==> src/rtl/wb_queue_if.sv <==
// Writeback request/commit bundle between the producers (ALU, load unit), the
// writeback queue and the regfile write port.
// Latency: none (wires only). Backpressure: mem_ready/alu_ready, hold freezes drain.
// Ports: mem_*/alu_* request handshakes, hold, and the regfile write port we/wa/wd.
interface wb_queue_if #(
    parameter int DW = 32,
    parameter int AW = 5
);
    logic          mem_valid;
    logic          mem_ready;
    logic [AW-1:0] mem_wa;
    logic [DW-1:0] mem_wd;
    logic          alu_valid;
    logic          alu_ready;
    logic [AW-1:0] alu_wa;
    logic [DW-1:0] alu_wd;
    logic          hold;
    logic          we;
    logic [AW-1:0] wa;
    logic [DW-1:0] wd;

    // Queue side
    modport slave (
        input  mem_valid, mem_wa, mem_wd,
        input  alu_valid, alu_wa, alu_wd,
        input  hold,
        output mem_ready, alu_ready,
        output we, wa, wd
    );

    // Producer / regfile side
    modport master (
        output mem_valid, mem_wa, mem_wd,
        output alu_valid, alu_wa, alu_wd,
        output hold,
        input  mem_ready, alu_ready,
        input  we, wa, wd
    );
endinterface

==> src/rtl/wb_queue.sv <==
// In-order writeback queue owning the regfile write port, with pending-write lookup for decode.
// Latency: request accepted at posedge N is written to the regfile at the negedge of cycle N+1.
// Backpressure: readies drop when free slots run out (mem has priority); hold freezes the drain.
//
// Ports: clk/rst (sync, active-high); bus = request handshakes, hold and regfile write port;
//        rsa/rta lookups -> rs_pend/rt_pend (+ rs_fwd/rt_fwd); count/empty/full status.
// Optional: define WB_QUEUE_FORWARD_EN to add rs_fwd/rt_fwd (youngest matching queued data).
module wb_queue #(
    parameter int DEPTH = 4,
    parameter int DW    = 32,
    parameter int AW    = 5
) (
    input  logic                         clk,
    input  logic                         rst,
    wb_queue_if.slave                    bus,
    input  logic [AW-1:0]                rsa,
    input  logic [AW-1:0]                rta,
    output logic                         rs_pend,
    output logic                         rt_pend,
`ifdef WB_QUEUE_FORWARD_EN
    output logic [DW-1:0]                rs_fwd,
    output logic [DW-1:0]                rt_fwd,
`endif
    output logic [$clog2(DEPTH+1)-1:0]   count,
    output logic                         empty,
    output logic                         full
);
    localparam int CW = $clog2(DEPTH + 1);
    localparam int PW = $clog2(DEPTH);

    typedef struct packed {
        logic [AW-1:0] wa;
        logic [DW-1:0] wd;
    } entry_t;

    entry_t        q [DEPTH];
    logic [PW-1:0] head;
    logic [PW-1:0] tail;
    logic          pop;
    logic [CW:0]   free;
    logic          mem_push;
    logic          alu_push;

    assign empty = (count == '0);
    assign full  = (count == CW'(DEPTH));
    assign pop   = !empty && !bus.hold;

    // The slot being drained this cycle is reusable by an incoming request.
    assign free = (CW+1)'(DEPTH) - {1'b0, count} + (CW+1)'(pop);

    assign bus.mem_ready = (free >= (CW+1)'(1));
    assign bus.alu_ready = (free >= (CW+1)'(2)) || ((free >= (CW+1)'(1)) && !bus.mem_valid);

    // Writes to $0 complete the handshake but never occupy a slot.
    assign mem_push = bus.mem_valid && bus.mem_ready && (bus.mem_wa != '0);
    assign alu_push = bus.alu_valid && bus.alu_ready && (bus.alu_wa != '0);

    assign bus.we = pop;
    assign bus.wa = empty ? '0 : q[head].wa;
    assign bus.wd = empty ? '0 : q[head].wd;

    always_ff @(posedge clk) begin
        if (rst) begin
            head  <= '0;
            tail  <= '0;
            count <= '0;
        end else begin
            head  <= head + PW'(pop);
            tail  <= tail + PW'(mem_push) + PW'(alu_push);
            count <= count + CW'(mem_push) + CW'(alu_push) - CW'(pop);
        end
    end

    // Entry storage is not reset; occupancy is tracked by head/count alone.
    // When both push, mem takes the older slot.
    always_ff @(posedge clk) begin
        if (mem_push) begin
            q[tail] <= '{wa: bus.mem_wa, wd: bus.mem_wd};
        end
        if (alu_push) begin
            q[tail + PW'(mem_push)] <= '{wa: bus.alu_wa, wd: bus.alu_wd};
        end
    end

    // Walk oldest to youngest so the last match seen is the youngest entry.
    always_comb begin
        rs_pend = 1'b0;
        rt_pend = 1'b0;
`ifdef WB_QUEUE_FORWARD_EN
        rs_fwd  = '0;
        rt_fwd  = '0;
`endif
        for (int k = 0; k < DEPTH; k++) begin
            if (CW'(k) < count) begin
                if ((rsa != '0) && (q[head + PW'(k)].wa == rsa)) begin
                    rs_pend = 1'b1;
`ifdef WB_QUEUE_FORWARD_EN
                    rs_fwd  = q[head + PW'(k)].wd;
`endif
                end
                if ((rta != '0) && (q[head + PW'(k)].wa == rta)) begin
                    rt_pend = 1'b1;
`ifdef WB_QUEUE_FORWARD_EN
                    rt_fwd  = q[head + PW'(k)].wd;
`endif
                end
            end
        end
    end
endmodule

==> src/flat_wrapper.sv <==
// flat-port wrapper written by rule: the top's interface ports become plain ports
module wb_queue_flat 
#(
    parameter int DEPTH = 4,
    parameter int DW    = 32,
    parameter int AW    = 5
)
  (clk, rst, rsa, rta, rs_pend, rt_pend, count, empty, full, bus_mem_valid, bus_mem_wa, bus_mem_wd, bus_alu_valid, bus_alu_wa, bus_alu_wd, bus_hold, bus_mem_ready, bus_alu_ready, bus_we, bus_wa, bus_wd);
  wb_queue_if #(.DW(DW), .AW(AW)) bus_i ();
  input  logic clk;
  input  logic rst;
  input  logic [AW-1:0] rsa;
  input  logic [AW-1:0] rta;
  output logic rs_pend;
  output logic rt_pend;
  output logic [$clog2(DEPTH+1)-1:0] count;
  output logic empty;
  output logic full;
  input wire logic [$bits(bus_i.mem_valid)-1:0] bus_mem_valid;
  input wire logic [$bits(bus_i.mem_wa)-1:0] bus_mem_wa;
  input wire logic [$bits(bus_i.mem_wd)-1:0] bus_mem_wd;
  input wire logic [$bits(bus_i.alu_valid)-1:0] bus_alu_valid;
  input wire logic [$bits(bus_i.alu_wa)-1:0] bus_alu_wa;
  input wire logic [$bits(bus_i.alu_wd)-1:0] bus_alu_wd;
  input wire logic [$bits(bus_i.hold)-1:0] bus_hold;
  output wire logic [$bits(bus_i.mem_ready)-1:0] bus_mem_ready;
  output wire logic [$bits(bus_i.alu_ready)-1:0] bus_alu_ready;
  output wire logic [$bits(bus_i.we)-1:0] bus_we;
  output wire logic [$bits(bus_i.wa)-1:0] bus_wa;
  output wire logic [$bits(bus_i.wd)-1:0] bus_wd;
  assign bus_i.mem_valid = bus_mem_valid;
  assign bus_i.mem_wa = bus_mem_wa;
  assign bus_i.mem_wd = bus_mem_wd;
  assign bus_i.alu_valid = bus_alu_valid;
  assign bus_i.alu_wa = bus_alu_wa;
  assign bus_i.alu_wd = bus_alu_wd;
  assign bus_i.hold = bus_hold;
  assign bus_mem_ready = bus_i.mem_ready;
  assign bus_alu_ready = bus_i.alu_ready;
  assign bus_we = bus_i.we;
  assign bus_wa = bus_i.wa;
  assign bus_wd = bus_i.wd;
  wb_queue #(.DEPTH(DEPTH), .DW(DW), .AW(AW)) u_core (.clk(clk), .rst(rst), .bus(bus_i), .rsa(rsa), .rta(rta), .rs_pend(rs_pend), .rt_pend(rt_pend), .count(count), .empty(empty), .full(full));
endmodule
==> config.mk <==
export PLATFORM = sky130hd
export DESIGN_NAME = wb_queue_flat
export DESIGN_NICKNAME = d
export VERILOG_FILES = /design/src/rtl/wb_queue_if.sv /design/src/rtl/wb_queue.sv /design/src/flat_wrapper.sv
export SDC_FILE = /design/constraint.sdc
export NUM_CORES = 1
export LEC_CHECK = 0
export CORE_MARGIN = 1
export CORE_UTILIZATION = 50
export CTS_BUF_LIST = sky130_fd_sc_hd__clkbuf_4
export CTS_CLUSTER_SIZE = 28
export DETAILED_ROUTE_END_ITERATION = 8
export PLACE_DENSITY = 0.8
export SKIP_CTS_REPAIR_TIMING = 1
export SLEW_MARGIN = 20
export SYNTH_ARGS = -nofsm -noshare
export SYNTH_HDL_FRONTEND = slang
export SYNTH_SLANG_ARGS = --single-unit
==> constraint.sdc <==
create_clock -name clk -period 10.95 [get_ports clk]
set_input_delay 1.095 -clock clk [delete_from_list [all_inputs] [get_ports clk]]
set_output_delay 1.095 -clock clk [all_outputs]
set_load 0.01 [all_outputs]
; ---- After elaboration in Yosys (flattened, before gate mapping)
; Memories as Yosys holds them, arrays and structs flattened. A register that Yosys moved wholly into a read port is not among the register bits.
; Cells that the tools add are included.
[totals]
in_bits = 89
ramBits = 148
memories = 1
out_inout_bits = 47
register_bits = 7
elab_cells = 76
[classes]
add_sub_neg = 11
eq_ne = 9
muxes = 23
n_lt_le_gt_ge = 6
reduce_logical = 23
[mem_list]
columns = memory, depth, word_bits, read_ports, rd_ports_with_merged_regs, wr, line
row1 = u_core.q, 4, 37, 4, 1, 2, wb_queue.sv:36  ; entry_t q [DEPTH];
[op_table]
columns = op, count
row1 = 5-bit == test, 8
row2 = 32-bit two-way mux, 1
row3 = 1-bit two-way mux, 20
row4 = 5-bit nonzero test, 4
row5 = 1-bit logical AND, 14
row6 = 2-bit by 1-bit adder with 2-bit output, 3
row7 = 3-bit by 1-bit adder with 3-bit output, 2
row8 = "1-bit by 3-bit < comparator with 1-bit output, first input constant", 2
row9 = "2-bit by 3-bit < comparator with 1-bit output, first input constant", 2
row10 = 5-bit two-way mux, 1
row11 = "2-bit adder, second input constant", 2
row12 = 4-bit by 1-bit adder with 4-bit output, 1
row13 = "4-bit by 1-bit >= comparator with 1-bit output, second input constant", 1
row14 = "4-bit by 2-bit >= comparator with 1-bit output, second input constant", 1
row15 = "3-bit by 3-bit subtractor with 4-bit output, first input constant", 1
row16 = "3-bit == test, second input constant", 1
row17 = 1-bit logical NOT, 3
row18 = 3-bit logical NOT, 1
row19 = 3-bit by 1-bit subtractor with 3-bit output, 1
row20 = "2-bit by 1-bit adder with 2-bit output, second input constant", 1
row21 = 2-bit two-way mux, 1
row22 = 1-bit logical OR, 1

; ---- Logic depth before layout (Yosys ltp)
[logic_depth]
word_depth = 11
depth_mapped = 17
ltp_nobuf = 15

; ---- Least setup slack after synthesis
; OpenSTA, ideal clock, no wires.
[synth_path]
kind = in2reg
start = input bus_hold
end = memory u_core.q[3][0] (netlist bit), enable pin
path_buffers = 2
setup_time_ns = 0.380
slack_ns = 6.668
arrival_ns = 3.902
path_stages = 15
required_ns = 10.570
cell_sequence = or2_2 ha_1 inv_1 ha_1 nand4b_1 a21oi_1 nand2_1 nand2b_1 inv_1 ha_1 xor2_1 and3_4 buf_6 buf_8 a31o_2
[synth_rtl]
columns = item, line
row1 = "start, declared", flat_wrapper.sv:25  ; input wire logic [$bits(bus_i.hold)-1:0] bus_hold;
row2 = "end, declared", wb_queue.sv:36

; ---- Worst setup path in the final report
[layout_path]
start = register u_core.head[0]
end = output rt_pend
[layout_via]
elab_chain_cells = 10
word_cells_on_any_way = 16
cone_classes = add/sub: 3 / eq/ne: 3 / mux: 6 / reduce/logical: 3 / memory: 1
[layout_lines]
columns = item, line
row1 = "start, declared", wb_queue.sv:37  ; logic [PW-1:0] head;
row2 = "start signal, assigned", wb_queue.sv:68  ; head <= head + PW'(pop);
row3 = 2-bit by 1-bit adder with 2-bit output, wb_queue.sv:101  ; if ((rta != '0) && (q[head + PW'(k)].wa == rta)) begin
row4 = memory 4 x 37 bit (*), n/a
row5 = 5-bit == test, wb_queue.sv:101
row6 = 1-bit logical AND, wb_queue.sv:101
row7 = 1-bit two-way mux, wb_queue.sv:101
row8 = 1-bit two-way mux, wb_queue.sv:94  ; if (CW'(k) < count) begin
row9 = 1-bit two-way mux, wb_queue.sv:101
row10 = 1-bit two-way mux, wb_queue.sv:94
row11 = 1-bit two-way mux, wb_queue.sv:101
row12 = 1-bit two-way mux (*), wb_queue.sv:94
row13 = "end, declared", flat_wrapper.sv:15  ; output logic rt_pend;
; Every way passes the cells marked *; elsewhere a longest branch is shown, timed or not.

==> run metrics <==
start point of the worst hold path u_core.count[0]; Placed Cells 914; Total Power 2.833 mW; Net count, final 804; Yosys top cell area share 47.64%; CTS tree built; drt drc 16; Yosys reg bits 155; most area-hungry cell type in the Yosys netlist edfxtp_1; Crit path required time 9.86 ns; crit-path max FO 52; power per cell area 256.8 nW/µm²; M1 WL 8.618 mm; ANT nets after route 0; sequential fraction of the synthesis area 49.14%; H-tree levels 4; power share of the clock group 12.6%; clock-pin slew on the worst setup and hold paths 0.12 ns; top cells by area, synth edfxtp_1 48%, mux2_4 12%, mux4_2 10%; Internal Power 1.859 mW; Leak 3.716 nW; metal3 WL 1.022 mm; Worst setup EP type output pin; global-route wire length before repair 31.67 mm; grt total ovfl 0; final hold vios 0; syn nets 689; vias in the first global route 5788; WP data arrival 3.70 ns; syn_area_per_cell 15.84 µm²; clock skew after layout 0.01199 ns; Cell Rows 49; Sink Count 155; Sequential Power Share 37.8%; Avg WL per Cell 21.60 µm; Slew Limit Fails 0; Layout area overhead 18.25%; initial antenna violation count 0; TritonCTS Buffers 17; initial core utilization 51.41%; worst flop-to-flop path startpoint u_core.count[2]; crit share post-route 43.84%; clock buffer depth 2; Setup CP Type flip-flop to output pin; DR vias/cell 5.817; Sw Pwr 0.9744 mW; final setup fails 0; vias post-DR 5497; Met2 Wirelength 10.48 mm; post-route cell area 11030 µm²; status finished, violations left; max_slew headroom 35.46%; Die H 138.6 µm; synth cell count leaders 148 x edfxtp_1, 77 x mux2_4, 75 x mux2_2, 43 x mux4_2, 39 x nor2b_1; gpl congestion 0.8291; startpoint types flip-flop; Root Buffer clkbuf_4; die extent in x 138.6 µm; DP HPWL 13.22 mm; RSZ-0062 raised after global routing no; Mapped Cells 589; 1st-iter DRT viols 346; synth warn 0; post-route insts no fill 945; Cell variety after synth 47; ys flop type edfxtp_1; Buffers on Ports 135; post-route minimum period 4.800 ns; Worst-Margin Slew 0.9681 ns; failing checks DRC; Routed WL 20.41 mm; Fmax 208.3 MHz; synthesized area 9329 µm²; largest net degree at the start of global routing 61; Switching Fraction 34.39%; max layer used met4; Post-Route Setup TNS 0 ns; Hold WC Path Type flip-flop to flip-flop; diode count 0; core area 18150 µm²; Comb pwr share 49.6%; Worst Setup SP u_core.head[0]; die area 19210 µm²; worst skew pair latency 0.57 ns; share of cells above drive strength 1 33.80%; FFs w/ async S/R, synth 0%; first drt pass iteration count 7; dpl cell area 10720 µm²; top-count cell post-synth edfxtp_1; Fin Hold WS 0.7773 ns; maxcap violations 0; number of synthesized flops with an enable pin 148; gr usage total 21.76%; IO Pins 136; Worst VDD drop 114.0 µV
==> routing by layer <==
layer	track usage, %	vias to the layer above
li1	-	2495
met1	27.51	2796
met2	38.10	181
met3	3.419	25
met4	7.510	0
met5	0	-
==> cell type report <==
cell class	instances	area [µm²]
well taps	229	286.5
repair buffers	139	1394
multi-input cells	379	4427
fillers	1360	7116
clock buffers	18	135.1
inverters	12	45.04
clock inverters	13	152.6
flip-flops and latches	155	4592
==> power groups by stage <==
| stage | registers [mW] | logic, mW | clock network [mW] |
|---|---|---|---|
| 6_report | 1.07 | 1.40 | 0.357 |
| 2_1_floorplan | 1.00 | 0.992 | 0 |
| 3_5_place_dp | 1.09 | 1.40 | 0 |
| 5_1_grt | 1.10 | 1.49 | 0.379 |
| 4_1_cts | 1.08 | 1.41 | 0.360 |
| 3_3_place_gp | 1.08 | 1.36 | 0 |
==> registers in the layout, indices dropped and copies added (netlist names) <==
register and flops:
u_core.tail 2, u_core.q 148, u_core.count 3, u_core.head 2
==> cell families after synthesis <==
logic type               count (synthesis)  share of synthesized area, %
adder cells (fa/ha/maj)                 11                         1.636
XOR/XNOR                                51                         4.788
buffers and inverters                   55                         3.876
multiplexers                           212                         33.65
AO/OA/AOI/OAI                           20                         1.489
flip-flops                             155                         49.14
AND/OR/NAND/NOR                         85                         5.419
==> metrics by stage <==
stage	setup WS, ns	utilization, %
floorplan	6.668	-
global placement	5.462	58.95
detailed placement	5.342	59.06
CTS	5.933	60.65
global route	5.898	60.79
finish	6.150	60.79
==> cell usage in the layout (no fill, tap or decap), types with 5 or more instances in the layout <==
master and n:
clkdlybuf4s50_1 135, nor3_1 7, a21oi_1 6, nor2b_1 39, inv_1 10, mux2i_1 17, xor2_1 21, mux4_2 43
nand4_1 5, dfxtp_1 5, mux2_2 75, nor2_1 12, clkbuf_4 18, xnor2_1 30, mux2_4 77, ha_1 9
edfxtp_1 148
==> critical path, cell delays in order (launching register included) <==
cell and delay, ns:
dfxtp_4 1.02, mux4_2 0.66, xnor2_1 0.16, nand4_1 0.10, or3_1 0.35, a21oi_1 0.17
o21a_1 0.13, clkdlybuf4s50_1 0.54
==> worst paths after layout <==
path	endpoint	slack [ns]	depth (start not counted)
worst min-delay path	u_core.count[0]	0.78	3
worst min register to register	u_core.count[0]	0.78	3
worst max-delay path	rt_pend	6.15	7
worst max register to register	u_core.q[0][25]	6.59	15
Power figures use the tool's default switching activity.
